[src/rtl/mips_exec_pkg.sv]
// Shared constants for the MIPS decode/execute slice: opcodes, funct codes,
// ALU control codes, main-control words and ctrl bit positions.
package mips_exec_pkg;

    // Opcodes (instr[31:26])
    localparam logic [5:0] OP_RTYPE = 6'h00;
    localparam logic [5:0] OP_LW    = 6'h23;
    localparam logic [5:0] OP_SW    = 6'h2B;
    localparam logic [5:0] OP_BEQ   = 6'h04;
    localparam logic [5:0] OP_ADDI  = 6'h08;

    // R-type funct codes (instr[5:0])
    localparam logic [5:0] FN_ADD = 6'h20;
    localparam logic [5:0] FN_SUB = 6'h22;
    localparam logic [5:0] FN_AND = 6'h24;
    localparam logic [5:0] FN_OR  = 6'h25;
    localparam logic [5:0] FN_SLT = 6'h2A;
    localparam logic [5:0] FN_NOR = 6'h27;

    // ALU control codes
    localparam logic [3:0] ALU_AND  = 4'b0000;
    localparam logic [3:0] ALU_OR   = 4'b0001;
    localparam logic [3:0] ALU_ADD  = 4'b0010;
    localparam logic [3:0] ALU_SUB  = 4'b0110;
    localparam logic [3:0] ALU_SLT  = 4'b0111;
    localparam logic [3:0] ALU_NOR  = 4'b1100;
    localparam logic [3:0] ALU_NONE = 4'b1111;

    // Bit positions inside the 8-bit main control word
    localparam int CTRL_REGDST   = 7;
    localparam int CTRL_ALUSRC   = 6;
    localparam int CTRL_MEMTOREG = 5;
    localparam int CTRL_REGWRITE = 4;
    localparam int CTRL_MEMWRITE = 3;
    localparam int CTRL_BRANCH   = 2;
    localparam int CTRL_ALUOP_HI = 1;
    localparam int CTRL_ALUOP_LO = 0;

    // Main control words
    localparam logic [7:0] CTRL_RTYPE = 8'b1001_0010;
    localparam logic [7:0] CTRL_LW    = 8'b0111_0000;
    localparam logic [7:0] CTRL_SW    = 8'b0100_1000;
    localparam logic [7:0] CTRL_BEQ   = 8'b0000_0101;
    localparam logic [7:0] CTRL_ADDI  = 8'b0101_0000;
    localparam logic [7:0] CTRL_NONE  = 8'h00;

    // 16-bit immediate to 32-bit two's-complement value
    function automatic logic [31:0] sign_ext16(input logic [15:0] imm);
        return {{16{imm[15]}}, imm};
    endfunction

endpackage

[src/rtl/mips_exec_decode_unit_alu32_core.sv]
// alu32_core: purely combinational 32-bit ALU. Undefined control codes
// (including ALU_NONE) produce zero so that nop yields a zero result.
module alu32_core
    import mips_exec_pkg::*;
(
    input  logic [3:0]  alu_ctl,
    input  logic [31:0] a,
    input  logic [31:0] b,
    output logic [31:0] result,
    output logic        zero
);

    // Operation select; add/sub wrap modulo 2^32, slt compares signed
    always_comb begin
        result = 32'd0;
        case (alu_ctl)
            ALU_AND: result = a & b;
            ALU_OR:  result = a | b;
            ALU_ADD: result = a + b;
            ALU_SUB: result = a - b;
            ALU_SLT: result = ($signed(a) < $signed(b)) ? 32'd1 : 32'd0;
            ALU_NOR: result = ~(a | b);
            default: result = 32'd0;
        endcase
    end

    assign zero = (result == 32'd0);

endmodule

[src/rtl/mips_exec_decode_unit.sv]
// mips_exec_decode_unit: single-cycle decode + execute slice with registered
// outputs (one cycle latency). Optional macro MIPS_ADDI_EN adds addi decode.
module mips_exec_decode_unit
    import mips_exec_pkg::*;
#(
    parameter int DW = 32
) (
    input  logic          clock,
    input  logic          reset_n,
    input  logic          in_valid,
    input  logic [31:0]   instr,
    input  logic [DW-1:0] rs_data,
    input  logic [DW-1:0] rt_data,
    input  logic [DW-1:0] pc_plus4,
    output logic          out_valid,
    output logic [7:0]    ctrl,
    output logic [3:0]    alu_ctl,
    output logic [DW-1:0] alu_result,
    output logic          zero,
    output logic [DW-1:0] branch_target,
    output logic          branch_taken,
    output logic [4:0]    write_reg,
    output logic [DW-1:0] store_data
);

    // Instruction fields
    logic [5:0]  w_opcode;
    logic [4:0]  w_rt;
    logic [4:0]  w_rd;
    logic [15:0] w_imm;
    logic [5:0]  w_funct;
    logic [31:0] w_simm;

    assign w_opcode = instr[31:26];
    assign w_rt     = instr[20:16];
    assign w_rd     = instr[15:11];
    assign w_imm    = instr[15:0];
    assign w_funct  = instr[5:0];
    assign w_simm   = sign_ext16(w_imm);

    logic [7:0]  w_ctrl;
    logic [1:0]  w_aluop;
    logic [3:0]  w_alu_ctl;
    logic [31:0] w_op_b;
    logic [31:0] w_result;
    logic        w_zero;
    logic [31:0] w_target;
    logic [4:0]  w_write_reg;

    // Main control decode from opcode
    always_comb begin
        w_ctrl = CTRL_NONE;
        case (w_opcode)
            OP_RTYPE: w_ctrl = CTRL_RTYPE;
            OP_LW:    w_ctrl = CTRL_LW;
            OP_SW:    w_ctrl = CTRL_SW;
            OP_BEQ:   w_ctrl = CTRL_BEQ;
`ifdef MIPS_ADDI_EN
            OP_ADDI:  w_ctrl = CTRL_ADDI;
`endif
            default:  w_ctrl = CTRL_NONE;
        endcase
    end

    assign w_aluop = w_ctrl[CTRL_ALUOP_HI:CTRL_ALUOP_LO];

    // ALU control decode from ALUOp and, for R-type, funct
    always_comb begin
        w_alu_ctl = ALU_NONE;
        case (w_aluop)
            2'b00: w_alu_ctl = ALU_ADD;
            2'b01: w_alu_ctl = ALU_SUB;
            2'b11: w_alu_ctl = ALU_ADD;
            default: begin
                case (w_funct)
                    FN_ADD:  w_alu_ctl = ALU_ADD;
                    FN_SUB:  w_alu_ctl = ALU_SUB;
                    FN_AND:  w_alu_ctl = ALU_AND;
                    FN_OR:   w_alu_ctl = ALU_OR;
                    FN_SLT:  w_alu_ctl = ALU_SLT;
                    FN_NOR:  w_alu_ctl = ALU_NOR;
                    default: w_alu_ctl = ALU_NONE;
                endcase
            end
        endcase
    end

    assign w_op_b      = w_ctrl[CTRL_ALUSRC] ? w_simm : rt_data;
    assign w_target    = pc_plus4 + {w_simm[29:0], 2'b00};
    assign w_write_reg = w_ctrl[CTRL_REGDST] ? w_rd : w_rt;

    alu32_core u_alu (
        .alu_ctl (w_alu_ctl),
        .a       (rs_data),
        .b       (w_op_b),
        .result  (w_result),
        .zero    (w_zero)
    );

    logic        r_out_valid;
    logic [7:0]  r_ctrl;
    logic [3:0]  r_alu_ctl;
    logic [31:0] r_alu_result;
    logic        r_zero;
    logic [31:0] r_branch_target;
    logic        r_branch_taken;
    logic [4:0]  r_write_reg;
    logic [31:0] r_store_data;

    // Valid tracks in_valid every cycle; reset clears any in-flight instruction
    always_ff @(posedge clock or negedge reset_n) begin
        if (!reset_n) begin
            r_out_valid <= 1'b0;
        end else begin
            r_out_valid <= in_valid;
        end
    end

    // Data outputs capture only on a valid input and hold otherwise
    always_ff @(posedge clock or negedge reset_n) begin
        if (!reset_n) begin
            r_ctrl          <= 8'h00;
            r_alu_ctl       <= 4'h0;
            r_alu_result    <= 32'd0;
            r_zero          <= 1'b0;
            r_branch_target <= 32'd0;
            r_branch_taken  <= 1'b0;
            r_write_reg     <= 5'd0;
            r_store_data    <= 32'd0;
        end else if (in_valid) begin
            r_ctrl          <= w_ctrl;
            r_alu_ctl       <= w_alu_ctl;
            r_alu_result    <= w_result;
            r_zero          <= w_zero;
            r_branch_target <= w_target;
            r_branch_taken  <= w_ctrl[CTRL_BRANCH] & w_zero;
            r_write_reg     <= w_write_reg;
            r_store_data    <= rt_data;
        end
    end

    assign out_valid     = r_out_valid;
    assign ctrl          = r_ctrl;
    assign alu_ctl       = r_alu_ctl;
    assign alu_result    = r_alu_result;
    assign zero          = r_zero;
    assign branch_target = r_branch_target;
    assign branch_taken  = r_branch_taken;
    assign write_reg     = r_write_reg;
    assign store_data    = r_store_data;

endmodule

[config.mk]
export PLATFORM = sky130hd
export DESIGN_NAME = mips_exec_decode_unit
export DESIGN_NICKNAME = d
export VERILOG_FILES = /design/src/rtl/mips_exec_pkg.sv /design/src/rtl/mips_exec_decode_unit_alu32_core.sv /design/src/rtl/mips_exec_decode_unit.sv
export SDC_FILE = /design/constraint.sdc
export NUM_CORES = 1
export LEC_CHECK = 0
export BUFFER_PORTS_ARGS = -buffer_cell sky130_fd_sc_hd__buf_2
export CORE_ASPECT_RATIO = 0.75
export CORE_MARGIN = 8
export CORE_UTILIZATION = 57
export DETAILED_ROUTE_END_ITERATION = 8
export GPL_ROUTABILITY_DRIVEN = 0
export PLACE_DENSITY = 0.83
export SYNTH_ARGS = -nofsm -noshare
export SYNTH_HDL_FRONTEND = slang
export SYNTH_SLANG_ARGS = --single-unit
[constraint.sdc]
create_clock -name clock -period 1.3 [get_ports clock]
set_clock_uncertainty 0.2 [all_clocks]
set_input_delay 0.065 -clock clock [delete_from_list [all_inputs] [get_ports clock]]
set_output_delay 0.065 -clock clock [all_outputs]
set_load 0.02 [all_outputs]
==> results of run 1 <==
[per-stage QoR]
step / TNS [ns] / cells / instance area [µm²] / setup slack (ns)
after floorplan: -105.28 / 1386 / 12200 / -3.11
after global placement: -131.87 / 2283 / 16900 / -3.29
after detailed placement: -142.02 / 2283 / 16900 / -3.62
[cells by family after synthesis]
kind of cell | count (synthesis) | synth area share, %
xor+xnor | 61 | 4.53
simple gates | 366 | 15.7
flops | 114 | 24.2
compound gates | 414 | 24.6
fa+ha+maj | 140 | 15.0
mux | 103 | 9.65
buf+inv | 188 | 6.29
[cell usage after synthesis (5+ instances only)]
master | number | area, µm²
xor2_1 | 21 | 184
or3_1 | 15 | 93.8
nor3_1 | 29 | 145
a21oi_1 | 103 | 515
or2_2 | 5 | 31.3
a22oi_1 | 10 | 75.1
inv_1 | 117 | 439
nor4_1 | 15 | 93.8
o2111ai_1 | 5 | 43.8
a221o_1 | 8 | 80.1
nor2_1 | 117 | 439
o311ai_0 | 5 | 43.8
nand2b_1 | 13 | 81.3
mux2i_1 | 17 | 170
nand3_1 | 20 | 100
buf_1 | 9 | 33.8
o31ai_1 | 13 | 97.6
and3_1 | 14 | 87.6
o21a_1 | 18 | 135
buf_2 | 11 | 55.1
or4_1 | 6 | 45.0
a21o_1 | 50 | 375
a22o_1 | 6 | 52.6
o221ai_1 | 6 | 52.6
a221oi_1 | 10 | 87.6
o21bai_1 | 11 | 82.6
a211oi_1 | 17 | 128
o22ai_1 | 5 | 31.3
mux2_2 | 86 | 968
nor2b_1 | 14 | 87.6
a31oi_1 | 21 | 131
xnor2_1 | 40 | 350
o211ai_1 | 9 | 67.6
o21ai_0 | 53 | 265
clkbuf_1 | 47 | 176
nand2_1 | 66 | 248
ha_1 | 137 | 1710
nand4_1 | 19 | 119
and2_1 | 8 | 50.1
dfrtp_1 | 114 | 2850
==> flow_summary.json, run 1 <==
{
  "yosys_warnings": 0,
  "synth_ff_type": "dfrtp_1",
  "clockRootBuffer": "clkbuf_16",
  "stop_stage": "clock tree synthesis (4_1_cts)",
  "synth_cell_types": 93,
  "rows": 45,
  "postSynthAreaPerCell_um2": 8.51,
  "error": "[ERROR DPL-0033] detailed placement checks failed during check placement.",
  "syn_nets": 1657,
  "die_w_um": 182,
  "synthCells": 1386,
  "port-buffer-count": 241,
  "clk_path_buf_depth": 2,
  "start_util_pct": 58.2,
  "dieHeight_um": 141,
  "cts_resized": 309,
  "status": "did not finish",
  "yosys_register_bits": 114,
  "post_cts_buffers": 75,
  "ios": 247,
  "synth_edf_count": 0,
  "synthArstFlopShare_pct": 100,
  "synth_seq_area_share_pct": 24.2,
  "htreeDepth": 4,
  "cts_sinks": 114,
  "hold_buffers": 50,
  "synthesis.area_um2": 11800,
  "place_hpwl_mm": 41.6,
  "numCtsBuffers": 17
}
==> run 2: changes to the inputs <==
- CORE_ASPECT_RATIO: 0.75 -> not set
- CORE_UTILIZATION: 57 -> 40
- PLACE_DENSITY: 0.83 -> not set
- PLACE_DENSITY_LB_ADDON: not set -> 0.15
==> run 2 against run 1 <==
  * The flow now finishes, with violations (hold timing, setup timing)
  * Area after synthesis did not move
  * Synthesized cell count is the same
==> flow_summary.json, run 2 <==
{
  "status": "finished, violations left",
  "violations": "hold timing, setup timing",
  "synth_edf_count": 0,
  "port-buffer-count": 241,
  "synth_seq_area_share_pct": 24.2,
  "htreeDepth": 4,
  "synth_cell_types": 93,
  "grt_max_degree": 38,
  "clk_latency_ns": 0.43,
  "synthCells": 1386,
  "coreArea_um2": 29300,
  "hp-class": "in2async",
  "synthTopCellsByCount": "ha_1 (137), inv_1 (117), nor2_1 (117)",
  "cts_sinks": 114,
  "grt_setup_unrepaired": "yes",
  "timing.final.crit_share_pct": 332,
  "whs_ns": -0.148,
  "postSynthAreaPerCell_um2": 8.51,
  "layout-drive-gt1-share_pct": 55.0,
  "num_vias": 14722,
  "cp.required_ns": 1.43,
  "cts_tree": "yes",
  "rows": 63,
  "numCtsBuffers": 17,
  "drc": 0,
  "leakage_nw": 10.2,
  "final_common_cell": "buf_4",
  "synth_ff_type": "dfrtp_1",
  "synthArstFlopShare_pct": 100,
  "timing.critical_path.arrival_ns": 4.45,
  "path_clk_slew_ns": 0.07,
  "fmax_mhz": 232,
  "clk_path_buf_depth": 2,
  "final_nets": 2470,
  "most-common-layout-cells": "buf_4 (485), buf_2 (223), dfrtp_1 (113)",
  "wl_met1_mm": 21.6,
  "finalHoldViolCount": 43,
  "globalRouteOverflowTotal": 0,
  "avgRoutedWirePerCell_um": 21.2,
  "route.met2.wl_mm": 26.5,
  "criticalPathCategory": "in2reg",
  "place_hpwl_mm": 38.8,
  "die_area_um2": 35300,
  "syn_to_final_growth_pct": 79.3,
  "synth.most_common_cell": "ha_1",
  "yosys_warnings": 0,
  "route.met3.wl_mm": 4.47,
  "synth_top_cell_area_share_pct": 24.2,
  "drt_pass1_iterations": 9,
  "yosys.area.top_type": "dfrtp_1",
  "start_util_pct": 40.2,
  "dr.max_layer_used": "met5",
  "stdcell_area_um2": 21200,
  "peakVddDrop_mv": 0.898,
  "maxCapViolations": 0,
  "grt_pass1_wl_mm": 81.8,
  "worstPathMaxFanout": 6,
  "finalSetupTns_ns": -121.53,
  "dieHeight_um": 188,
  "drtIter0Drc": 1167,
  "setup_viol": 107,
  "fin_ws_ns": -3.02,
  "dpl_cell_area_um2": 17300,
  "startpoint_type": "primary input",
  "antenna_found_initial": 2,
  "synthesis.area_um2": 11800,
  "final.min_clock_period_ns": 4.32,
  "drv_slew": 0,
  "max_slew.worst_pin.slew_ns": 0.934,
  "yosys_register_bits": 114,
  "nFillCells": 2144,
  "ys_top_cells_by_area": "dfrtp_1 (24%), ha_1 (15%), mux2_2 (8.2%), a21oi_1 (4.4%), inv_1 (3.7%)",
  "routed_wl_mm": 55.1,
  "power_density_nw_per_um2": 921,
  "cp-end-kind": "flop",
  "gr-usage-all-layers_pct": 28.8,
  "viasPerCell": 5.66,
  "die_w_um": 188,
  "grt_pass1_vias": 15114,
  "antenna_left": 0,
  "ios": 247,
  "slew_headroom_pct": 37.5,
  "clockRootBuffer": "clkbuf_16",
  "syn_nets": 1657
}
## run 2: cell counts after synthesis
Identical to the previous run, type by type.
## run 2: cells by family (layout without fill, tap and decap cells)
kind of cell	Yosys count	count (layout)	synth area share, %
xor+xnor	61	61	4.53
compound gates	414	414	24.6
other cells	0	1	0
buf+inv	188	1013	6.29
simple gates	366	366	15.7
flops	114	114	24.2
fa+ha+maj	140	140	15.0
mux	103	103	9.65
## run 2: final timing paths
check	start	depth (start not counted)	to	slack, ns
worst max-delay path	instr[30]	21	zero	-3.02
worst min-delay path	reset_n	2	alu_result[11]	-0.15
worst max register to register	branch_target[2]	2	branch_target[2]	0.12
worst min register to register	alu_result[31]	1	alu_result[31]	0.29
max in group asynchronous	reset_n	3	branch_target[7]	0.49
min in group clock	in_valid	3	alu_result[16]	-0.11
## run 2: area by class of cell
cell class,instances,area (µm²),area share (%)
multi-input combinational,1084,10100,47.9
clock inverter,8,100,0.473
antenna,1,2.50,0.0118
timing repair buffer,865,6620,31.3
inverter,117,457,2.16
tap,390,488,2.31
sequential,114,2850,13.5
clock buffer,23,508,2.40
## run 2: critical path: stages
cell and delay, ns:
buf_8 0.10, nor2_4 0.09, nand4_1 0.12, buf_6 0.17, buf_12 0.14, mux2_4 0.33, ha_4 0.17, fa_2 0.40
o21bai_4 0.20, buf_4 0.14, a21oi_1 0.09, nand4b_1 0.13, o211ai_1 0.17, nor4_2 0.30, nand4_1 0.18, or4_4 0.54
nor4_4 0.23, nand4_1 0.19, nor4_2 0.22, nand4_1 0.22, o32ai_2 0.25
## run 2: layer usage
metal,global-route usage [%],up-vias
met4,11.7,2
met3,7.08,202
met5,0,-
met2,49.2,735
met1,34.1,7086
li1,-,6697
## run 2: stage by stage
stage | std cells | hold WS, ns | utilization [%] | power, mW | setup slack (ns)
detailed placement | 2436 | -0.246 | 58.9 | 12.3 | -3.67
global placement | 2436 | -0.247 | 58.9 | 12.2 | -3.50
floorplan | 1386 | -0.431 | - | 8.59 | -3.11
CTS | 2568 | -0.154 | 68.9 | 18.7 | -2.80
finish | 2602 | -0.148 | 72.1 | 19.5 | -3.02
global route | 2602 | -0.120 | 72.1 | 20.3 | -3.13
## run 2: timing repair
item | CTS | global route
setup endpoints to repair | 78 | 119
pin swaps | 135 | 119
gates resized for setup | 288 | 164
hold buffers | 50 | 4
cloned | 2 | 1
hold endpoints to repair | 177 | 40
buffers inserted | 60 | 46
## run 2: report_power, final
part | switching [mW] | internal [mW]
combinational | 5.04 | 4.96
clock | 1.91 | 3.11
sequential | 0.332 | 4.12
Power figures use the tool's default switching activity.
==> run 3: changes to the inputs <==
- BUFFER_PORTS_ARGS: -buffer_cell sky130_fd_sc_hd__buf_2 -> not set
- DONT_BUFFER_PORTS: not set -> 1
==> run 3 against run 2 <==
  * The flow still finishes with violations (hold timing, setup timing)
  * First-iteration DRC count fell by 24%
  * Clock power fell by 3%
  * Critical path depth fell by 2
  * Core utilization fell by 9.8 points
  * Design area fell by 14%
  * Sequential share of layout area rose by 2.1 points
  * Global-route usage fell by 2.6 points
  * Die area did not move
  * Routed wire length fell by 14%
  * Sequential power rose by 3%
  * Highest routed layer unchanged
==> flow_summary.json, run 3 (same netlist as run 2, synthesis figures left out) <==
{
  "status": "finished, violations left",
  "violations": "hold timing, setup timing",
  "max_slew.worst_pin.slew_ns": 0.671,
  "place_hpwl_mm": 36.6,
  "fmax_mhz": 244,
  "port-buffer-count": 0,
  "cts_tree": "yes",
  "final_common_cell": "buf_4",
  "slew_headroom_pct": 54.8,
  "numCtsBuffers": 17,
  "most-common-layout-cells": "buf_4 (488), ha_1 (114), dfrtp_1 (114)",
  "drt_pass1_iterations": 5,
  "num_vias": 12959,
  "leakage_nw": 8.63,
  "maxCapViolations": 0,
  "die_area_um2": 35300,
  "antenna_found_initial": 2,
  "rows": 63,
  "timing.final.crit_share_pct": 315,
  "clk_latency_ns": 0.43,
  "layout-drive-gt1-share_pct": 43.9,
  "startpoint_type": "primary input",
  "dr.max_layer_used": "met5",
  "cp.required_ns": 1.43,
  "path_clk_slew_ns": 0.07,
  "stdcell_count": 2299,
  "route.met2.wl_mm": 22.4,
  "hp-class": "in2async",
  "grt_max_degree": 151,
  "clockRootBuffer": "clkbuf_16",
  "dieHeight_um": 188,
  "hold_buffers": 36,
  "power_density_nw_per_um2": 967,
  "cts_sinks": 114,
  "final.min_clock_period_ns": 4.10,
  "viasPerCell": 5.64,
  "peakVddDrop_mv": 0.902,
  "dpl_cell_area_um2": 16100,
  "clk_path_buf_depth": 2,
  "coreArea_um2": 29300,
  "setup_viol": 62,
  "fin_ws_ns": -2.80,
  "routed_wl_mm": 47.7,
  "finalHoldViolCount": 228,
  "grt_pass1_wl_mm": 73.8,
  "avgRoutedWirePerCell_um": 20.7,
  "syn_to_final_growth_pct": 55.0,
  "wl_met1_mm": 19.3,
  "gr-usage-all-layers_pct": 26.2,
  "finalSetupTns_ns": -78.90,
  "timing.critical_path.arrival_ns": 4.23,
  "ios": 247,
  "globalRouteOverflowTotal": 0,
  "drc": 0,
  "cp-end-kind": "flop",
  "worstPathMaxFanout": 11,
  "stdcell_area_um2": 18300,
  "grt_pass1_vias": 13330,
  "whs_ns": -0.883,
  "criticalPathCategory": "in2reg",
  "die_w_um": 188,
  "drv_slew": 0,
  "drtIter0Drc": 882,
  "start_util_pct": 40.2,
  "htreeDepth": 4,
  "final_nets": 2165,
  "place_inst": 2208,
  "route.met3.wl_mm": 4.37,
  "grt_setup_unrepaired": "yes",
  "antenna_left": 0
}
-- run 3: changes by cell type in the layout (fill, tap and decap cells not counted), sizes merged --
cell / before / now
clkinvlp: 1 / 3
bufbuf: 1 / 0
dlygate4sd3: 53 / 35
clkbuf: 24 / 19
diode: 1 / 2
buf: 810 / 525
inv: 117 / 120
-- run 3: final cells by class --
| type | count | area, µm² |
|---|---|---|
| Clock buffer | 19 | 443 |
| Multi-Input combinational cell | 1084 | 9430 |
| Inverter | 117 | 452 |
| Timing Repair Buffer | 560 | 4460 |
| Clock inverter | 13 | 153 |
| Sequential cell | 114 | 2850 |
| Antenna cell | 2 | 5.00 |
| Tap cell | 390 | 488 |
| Fill cell | 2547 | 11000 |
-- run 3: worst paths after layout --
path / startpoint / end / slack [ns] / depth (start not counted)
max: instr[28] / zero / -2.80 / 19
min: reset_n / store_data[15] / -0.88 / 0
max reg2reg: store_data[2] / store_data[2] / 0.21 / 1
min reg2reg: alu_result[16] / alu_result[16] / 0.29 / 1
max in group asynchronous: reset_n / branch_taken / 1.57 / 0
min in group clock: in_valid / out_valid / -0.52 / 0
-- run 3: routing by layer --
layer | track usage (%) | vias to the layer above
met2 | 43.0 | 569
li1 | - | 6079
met5 | 0 | -
met3 | 8.41 | 118
met4 | 9.97 | 2
met1 | 31.4 | 6191
-- run 3: power by group --
group / leakage, nW / total [mW] / internal [mW] / switching [mW]
clock network: 0.281 / 4.89 / 2.90 / 1.99
registers: 1.34 / 4.58 / 4.12 / 0.463
logic: 7.01 / 8.21 / 4.22 / 3.99
total: 8.63 / 17.7 / 11.2 / 6.44
-- run 3: repair_timing --
item / 4_1_cts / 5_1_grt
gates resized for setup: 123 / 113
setup buffers: 10 / 18
pin swaps: 40 / 44
hold endpoints to repair: 228 / 228
endpoints found under the setup margin: 62 / 77
-- run 3: per-stage QoR --
stage | setup slack, ns | total power [mW] | utilization [%]
after global placement | -3.32 | 11.7 | 54.9
after CTS | -2.76 | 17.3 | 60.3
after detailed placement | -3.44 | 11.8 | 54.9
after floorplan | -3.11 | 8.59 | -
final | -2.80 | 17.7 | 62.4
after global routing | -2.96 | 18.6 | 62.4
-- run 3: worst max-delay path, stage by stage --
cell and delay (ns):
nor2_4 0.08, nand4_1 0.10, buf_6 0.19, mux2_4 0.35
ha_4 0.19, fa_2 0.38, o21bai_4 0.14, buf_4 0.13
nand2_1 0.06, a41o_1 0.26, a221o_1 0.33, a221oi_2 0.27
nand2_1 0.07, or4_4 0.46, nor4_4 0.18, nand4_1 0.18
nor4_2 0.31, nand4_1 0.22, o32ai_2 0.25
